File: src/rtl/s_mux_arb_pkg.sv
// Shared types and constants for the two-requester S_MUX arbiter.
package s_mux_arb_pkg;

    typedef enum logic [1:0] {
        IDLE  = 2'd0,
        GNT_A = 2'd1,
        GNT_B = 2'd2
    } arb_state_e;

    localparam logic SEL_A = 1'b0;
    localparam logic SEL_B = 1'b1;

endpackage

File: src/rtl/S_MUX.sv
// SIZE-wide 2:1 multiplexer: SEL_A passes A, SEL_B passes B.
module S_MUX
    import s_mux_arb_pkg::*;
#(
    parameter int SIZE = 1
) (
    input  logic [SIZE-1:0] A,
    input  logic [SIZE-1:0] B,
    input  logic            SEL,
    output logic [SIZE-1:0] OUT
);

    assign OUT = (SEL == SEL_B) ? B : A;

endmodule

File: src/rtl/s_mux_arb.sv
// Round-robin arbiter with bounded bursts in front of S_MUX, feeding a
// single-entry registered output stage with its own valid/ready handshake.
module s_mux_arb
    import s_mux_arb_pkg::*;
#(
    parameter int SIZE  = 1,
    parameter int BURST = 2
) (
    input  logic            CLK,
    input  logic            RST_N,
    input  logic [SIZE-1:0] A,
    input  logic            A_VLD,
    output logic            A_RDY,
    input  logic [SIZE-1:0] B,
    input  logic            B_VLD,
    output logic            B_RDY,
    output logic [SIZE-1:0] OUT,
    output logic            OUT_VLD,
    input  logic            OUT_RDY,
    output logic            SEL,
    output logic            BUSY
);

    localparam int            CW      = $clog2(BURST + 1);
    localparam logic [CW-1:0] BURST_C = CW'(BURST);

    arb_state_e      state_r;
    arb_state_e      state_nxt_s;
    logic [CW-1:0]   cnt_r;
    logic [CW-1:0]   cnt_nxt_s;
    logic [CW-1:0]   cnt_inc_s;
    logic            last_r;
    logic            last_nxt_s;
    logic [SIZE-1:0] out_r;
    logic            out_vld_r;
    logic [SIZE-1:0] mux_out_s;
    logic            load_s;
    logic            a_rdy_s;
    logic            b_rdy_s;
    logic            sel_s;
    logic            xfer_s;

    S_MUX #(.SIZE(SIZE)) u_mux (
        .A   (A),
        .B   (B),
        .SEL (sel_s),
        .OUT (mux_out_s)
    );

    // The output stage can take a word when empty or being drained this cycle.
    assign load_s    = ~out_vld_r | OUT_RDY;
    assign cnt_inc_s = cnt_r + {{(CW-1){1'b0}}, 1'b1};
    assign xfer_s    = (a_rdy_s & A_VLD) | (b_rdy_s & B_VLD);

    // Per-state handshake and mux select decode.
    always_comb begin
        a_rdy_s = 1'b0;
        b_rdy_s = 1'b0;
        sel_s   = SEL_A;
        case (state_r)
            GNT_A: begin
                a_rdy_s = load_s;
            end
            GNT_B: begin
                b_rdy_s = load_s;
                sel_s   = SEL_B;
            end
            default: begin
                sel_s = SEL_A;
            end
        endcase
    end

    // Next-state, burst counter and last-grant pointer.
    always_comb begin
        state_nxt_s = state_r;
        cnt_nxt_s   = cnt_r;
        last_nxt_s  = last_r;
        case (state_r)
            IDLE: begin
                if (A_VLD && B_VLD) begin
                    // Tie goes to the side that was not granted last.
                    if (last_r == SEL_A) begin
                        state_nxt_s = GNT_B;
                        last_nxt_s  = SEL_B;
                    end else begin
                        state_nxt_s = GNT_A;
                        last_nxt_s  = SEL_A;
                    end
                    cnt_nxt_s = '0;
                end else if (A_VLD) begin
                    state_nxt_s = GNT_A;
                    last_nxt_s  = SEL_A;
                    cnt_nxt_s   = '0;
                end else if (B_VLD) begin
                    state_nxt_s = GNT_B;
                    last_nxt_s  = SEL_B;
                    cnt_nxt_s   = '0;
                end else begin
                    state_nxt_s = IDLE;
                end
            end
            GNT_A: begin
                if (!A_VLD) begin
                    if (B_VLD) begin
                        state_nxt_s = GNT_B;
                        last_nxt_s  = SEL_B;
                    end else begin
                        state_nxt_s = IDLE;
                    end
                    cnt_nxt_s = '0;
                end else if (load_s) begin
                    if (cnt_inc_s == BURST_C) begin
                        cnt_nxt_s = '0;
                        if (B_VLD) begin
                            state_nxt_s = GNT_B;
                            last_nxt_s  = SEL_B;
                        end else begin
                            state_nxt_s = GNT_A;
                        end
                    end else begin
                        cnt_nxt_s = cnt_inc_s;
                    end
                end else begin
                    cnt_nxt_s = cnt_r;
                end
            end
            GNT_B: begin
                if (!B_VLD) begin
                    if (A_VLD) begin
                        state_nxt_s = GNT_A;
                        last_nxt_s  = SEL_A;
                    end else begin
                        state_nxt_s = IDLE;
                    end
                    cnt_nxt_s = '0;
                end else if (load_s) begin
                    if (cnt_inc_s == BURST_C) begin
                        cnt_nxt_s = '0;
                        if (A_VLD) begin
                            state_nxt_s = GNT_A;
                            last_nxt_s  = SEL_A;
                        end else begin
                            state_nxt_s = GNT_B;
                        end
                    end else begin
                        cnt_nxt_s = cnt_inc_s;
                    end
                end else begin
                    cnt_nxt_s = cnt_r;
                end
            end
            default: begin
                state_nxt_s = IDLE;
                cnt_nxt_s   = '0;
            end
        endcase
    end

    // Arbiter state registers.
    always_ff @(posedge CLK or negedge RST_N) begin
        if (!RST_N) begin
            state_r <= IDLE;
            cnt_r   <= '0;
            last_r  <= SEL_B;
        end else begin
            state_r <= state_nxt_s;
            cnt_r   <= cnt_nxt_s;
            last_r  <= last_nxt_s;
        end
    end

    // Single-entry output register.
    always_ff @(posedge CLK or negedge RST_N) begin
        if (!RST_N) begin
            out_r     <= '0;
            out_vld_r <= 1'b0;
        end else if (xfer_s) begin
            out_r     <= mux_out_s;
            out_vld_r <= 1'b1;
        end else if (OUT_RDY) begin
            out_vld_r <= 1'b0;
        end else begin
            out_vld_r <= out_vld_r;
        end
    end

    assign A_RDY   = a_rdy_s;
    assign B_RDY   = b_rdy_s;
    assign SEL     = sel_s;
    assign BUSY    = (state_r != IDLE);
    assign OUT     = out_r;
    assign OUT_VLD = out_vld_r;

endmodule

File: config.mk
export PLATFORM = sky130hd
export DESIGN_NAME = s_mux_arb
export DESIGN_NICKNAME = d
export VERILOG_FILES = /design/src/rtl/s_mux_arb_pkg.sv /design/src/rtl/S_MUX.sv /design/src/rtl/s_mux_arb.sv
export SDC_FILE = /design/constraint.sdc
export NUM_CORES = 1
export LEC_CHECK = 0
export BUFFER_PORTS_ARGS = -buffer_cell sky130_fd_sc_hd__clkbuf_2
export CAP_MARGIN = 10
export CORE_AREA = 2 2 39 41
export DETAILED_ROUTE_END_ITERATION = 16
export DIE_AREA = 0 0 41 43
export PLACE_DENSITY = 0.65
export SYNTH_ARGS = -nofsm -noshare
export SYNTH_HDL_FRONTEND = slang
export SYNTH_SLANG_ARGS = --single-unit
File: constraint.sdc
create_clock -name CLK -period 1.9 [get_ports CLK]
set_clock_uncertainty 0.15 [all_clocks]
set_input_delay 0.095 -clock CLK [delete_from_list [all_inputs] [get_ports CLK]]
set_output_delay 0.095 -clock CLK [all_outputs]
set_load 0.01 [all_outputs]
==> reports/results.tsv <==
stage	metric	value	unit
detailed_routing	top_layer	met4	
yosys	ys_seq_area_share	34.0	%
detailed_routing	dr_wl_met2	612	um
yosys	yosys_warnings	0	
worst_setup_path	reg2regPathDepth	6	
yosys	netlist_area	519	sq um
sta	fmax	553	MHz
sta	final-hold-violation-count	0	
floorplanning	die_width	41	um
detailed_routing	vias	492	
detailed_routing	drt_iter0_drc	9	
detailed_routing	wl	1190	um
clock_network	root_buffer	clkbuf_4	
floorplanning	floorplan.initialDensity	37.5	%
sta	finalWorstSetupSlack	0.0912	ns
sta	relSlewSlack	74.7	%
worst_setup_path	cp.required	1.94	ns
worst_setup_path	worstSetupPathType	reg2reg	
sta	rsz0062_at_grt	true	
clock_network	clk_latency	0.26	ns
global_routing	grt_max_degree	8	
detailed_routing	wl_met1	484	um
sta	finalSetupViolations	0	
placed_design	io_buffers	12	
floorplanning	core-area	0.00138	sq mm
cells_and_area	synthToLayoutAreaGrowth	46.5	%
run	cap_violations	0	
power	power_per_cell_area	1430	mW/mm^2
detailed_routing	final_antenna_net_count	0	
global_routing	grt_overflow	0	
detailed_routing	dr_wl_met3	44	um
yosys	synth_cell_types	25	
yosys	yosysTopAreaCellShare	28.9	%
global_routing	grt_pass1_vias	484	
global_routing	antenna_found_initial	0	
sta	finalCritPeriodShare	95.2	%
clock_network	cts_buffers	3	
floorplanning	die_area	0.00176	sq mm
cells_and_area	antenna_cells	0	
yosys	avgSynthCellArea	9.80	sq um
floorplanning	die_h	43	um
worst_hold_path	hp-class	in2async	
cells_and_area	post_route_cells_drive_above_1_share	48.1	%
sta	worst_pin_slew	0.376	ns
global_routing	grt_pass1_wl	2010	um
yosys	synthTopCellsByArea	dfrtp_1 29%, ha_1 17%, dfstp_2 5.1%	
worst_setup_path	cp-end-kind	register	
global_routing	grt_usage	18.2	%
placed_design	place_congestion	0.799	
clock_network	clock_path_buffers	2	
worst_setup_path	timing.rr.start	state_r[1]	
yosys	synth_seq_cells	7	
sta	fin_setup_tns	0	ns
detailed_routing	wire_per_inst	12.3	um
clock_network	cts_sinks	7	
sta	slew_viol_final	0	
worst_setup_path	cp_max_fo	3	
power	ir_worst_vdd	674	uV
floorplanning	fp-row-count	14	
floorplanning	ioPinCount	13	
yosys	syn-instance-count	53	
clock_network	h-tree-depth	1	
yosys	syn-num-nets	67	
detailed_routing	via_per_inst	5.07	
detailed_routing	drtPass1Iterations	4	
power	p_leak	0.368	nW
power	fin_total_pwr	1.09	mW
placed_design	pre_cts_ws	0.00405	ns
run_status	status	complete, no violations	
detailed_routing	drc	0	
cells_and_area	nets	96	
clock_network	cts_tree	yes	
yosys	yosys.area.top_type	dfrtp_1	
clock_network	cts.reportedPaths.clkPinSlew	0.06	ns
worst_setup_path	rr_endpoint	last_r	
worst_setup_path	arrival	1.85	ns
worst_setup_path	cp-start-kind	register	
worst_setup_path	r2r_slack	0.09	ns
sta	finalCriticalPeriod	1.81	ns
-- kinds of logic (layout without fill, tap and decap cells) --
logic type | Yosys count | in the layout | synth area share [%]
DFF | 7 | 7 | 34.0
and+or+nand+nor | 18 | 18 | 17.6
adders and majority gates | 7 | 7 | 16.9
muxes | 3 | 3 | 6.99
AOI/OAI and AO/OA | 13 | 13 | 21.0
buffers and inverters | 5 | 33 | 3.61
-- per-stage QoR --
step	instances	util [%]	hold WS, ns	cell area [sq um]
final	97	55.0	0.0462	761
after global routing	97	55.0	0.0435	761
after CTS	96	51.7	0.0382	716
after detailed placement	87	46.6	-0.198	644
after global placement	87	46.6	-0.203	644
after floorplan	53	-	-0.351	519
-- per-layer routing --
layer / vias up / global-route usage (%)
li1: 248 / -
met1: 229 / 21.0
met2: 11 / 25.9
met3: 4 / 4.71
met4: 0 / 16.0
met5: - / 0
-- flip-flops by register name, summed over array words and instances, names as in the netlist --
| name | flops |
|---|---|
| last_r | 1 |
| OUT_VLD | 1 |
| cnt_r | 2 |
| state_r | 2 |
| OUT | 1 |
-- Yosys cell counts --
library cell / instances
ha_1: 7
dfrtp_1: 6
inv_1: 5
nor2_1: 4
nand2_1: 3
nor3_1: 3
a21oi_1: 2
a22oi_2: 2
and2_1: 2
nand2b_1: 2
nor2b_1: 2
o21ai_1: 2
a211oi_2: 1
a31oi_1: 1
dfstp_2: 1
mux2_2: 1
mux2_4: 1
mux2i_1: 1
nand3_1: 1
nand3b_1: 1
o21a_1: 1
o22ai_1: 1
o22ai_2: 1
o311a_1: 1
o41ai_1: 1
-- power breakdown --
| part | internal (mW) | switching (mW) |
|---|---|---|
| clock network | 0.0807 | 0.0639 |
| registers | 0.214 | 0.0535 |
| logic | 0.353 | 0.326 |
| total | 0.647 | 0.444 |
-- worst max-delay path, cell delays in order (launching register included) --
cell	delay [ns]
dfrtp_1	0.41
buf_6	0.14
ha_4	0.15
a22oi_2	0.20
o22ai_2	0.13
a211oi_2	0.24
mux2_4	0.31
-- worst max-delay path by stage --
stage | from | slack [ns] | cells past startpoint | endpoint
5_1_grt | state_r[1] | 0.01 | 6 | last_r
3_5_place_dp | state_r[1] | 0.004 | 6 | last_r
2_1_floorplan | state_r[0] | 0.09 | 6 | last_r
3_3_place_gp | state_r[1] | 0.04 | 6 | state_r[1]
6_report | state_r[1] | 0.09 | 6 | last_r
4_1_cts | state_r[0] | 0.07 | 6 | last_r
-- area by class of cell --
| class | count | area, sq um |
|---|---|---|
| fill | 130 | 623 |
| multi-input combinational | 41 | 357 |
| sequential | 7 | 178 |
| timing repair buffer | 24 | 161 |
| clock buffer | 4 | 26.3 |
| tap | 16 | 20.0 |
| inverter | 5 | 18.8 |
-- cell usage in the layout, fill, tap and decap left out, types with 2 or more instances in the layout --
| cell type | n |
|---|---|
| ha_1 | 4 |
| clkbuf_4 | 3 |
| o21ai_1 | 2 |
| dfrtp_1 | 5 |
| ha_4 | 2 |
| inv_2 | 3 |
| nor3_1 | 2 |
| a22oi_2 | 2 |
| nor2_1 | 4 |
| and2_1 | 2 |
| clkbuf_2 | 12 |
| nor2b_1 | 2 |
| nand2_1 | 3 |
| inv_1 | 2 |
| a21oi_1 | 2 |
| nand2b_1 | 2 |
| buf_4 | 8 |
| dlygate4sd3_1 | 3 |
-- what timing repair did --
| action | CTS | global route |
|---|---|---|
| hold buffers | 3 | 0 |
| endpoints found under the setup margin | 1 | 2 |
| gates resized for setup | 0 | 11 |
| pin swaps | 0 | 4 |
| hold endpoints to repair | 8 | 0 |
| buffers inserted | 2 | 1 |
No activity file was read; power rests on OpenSTA's default activity.
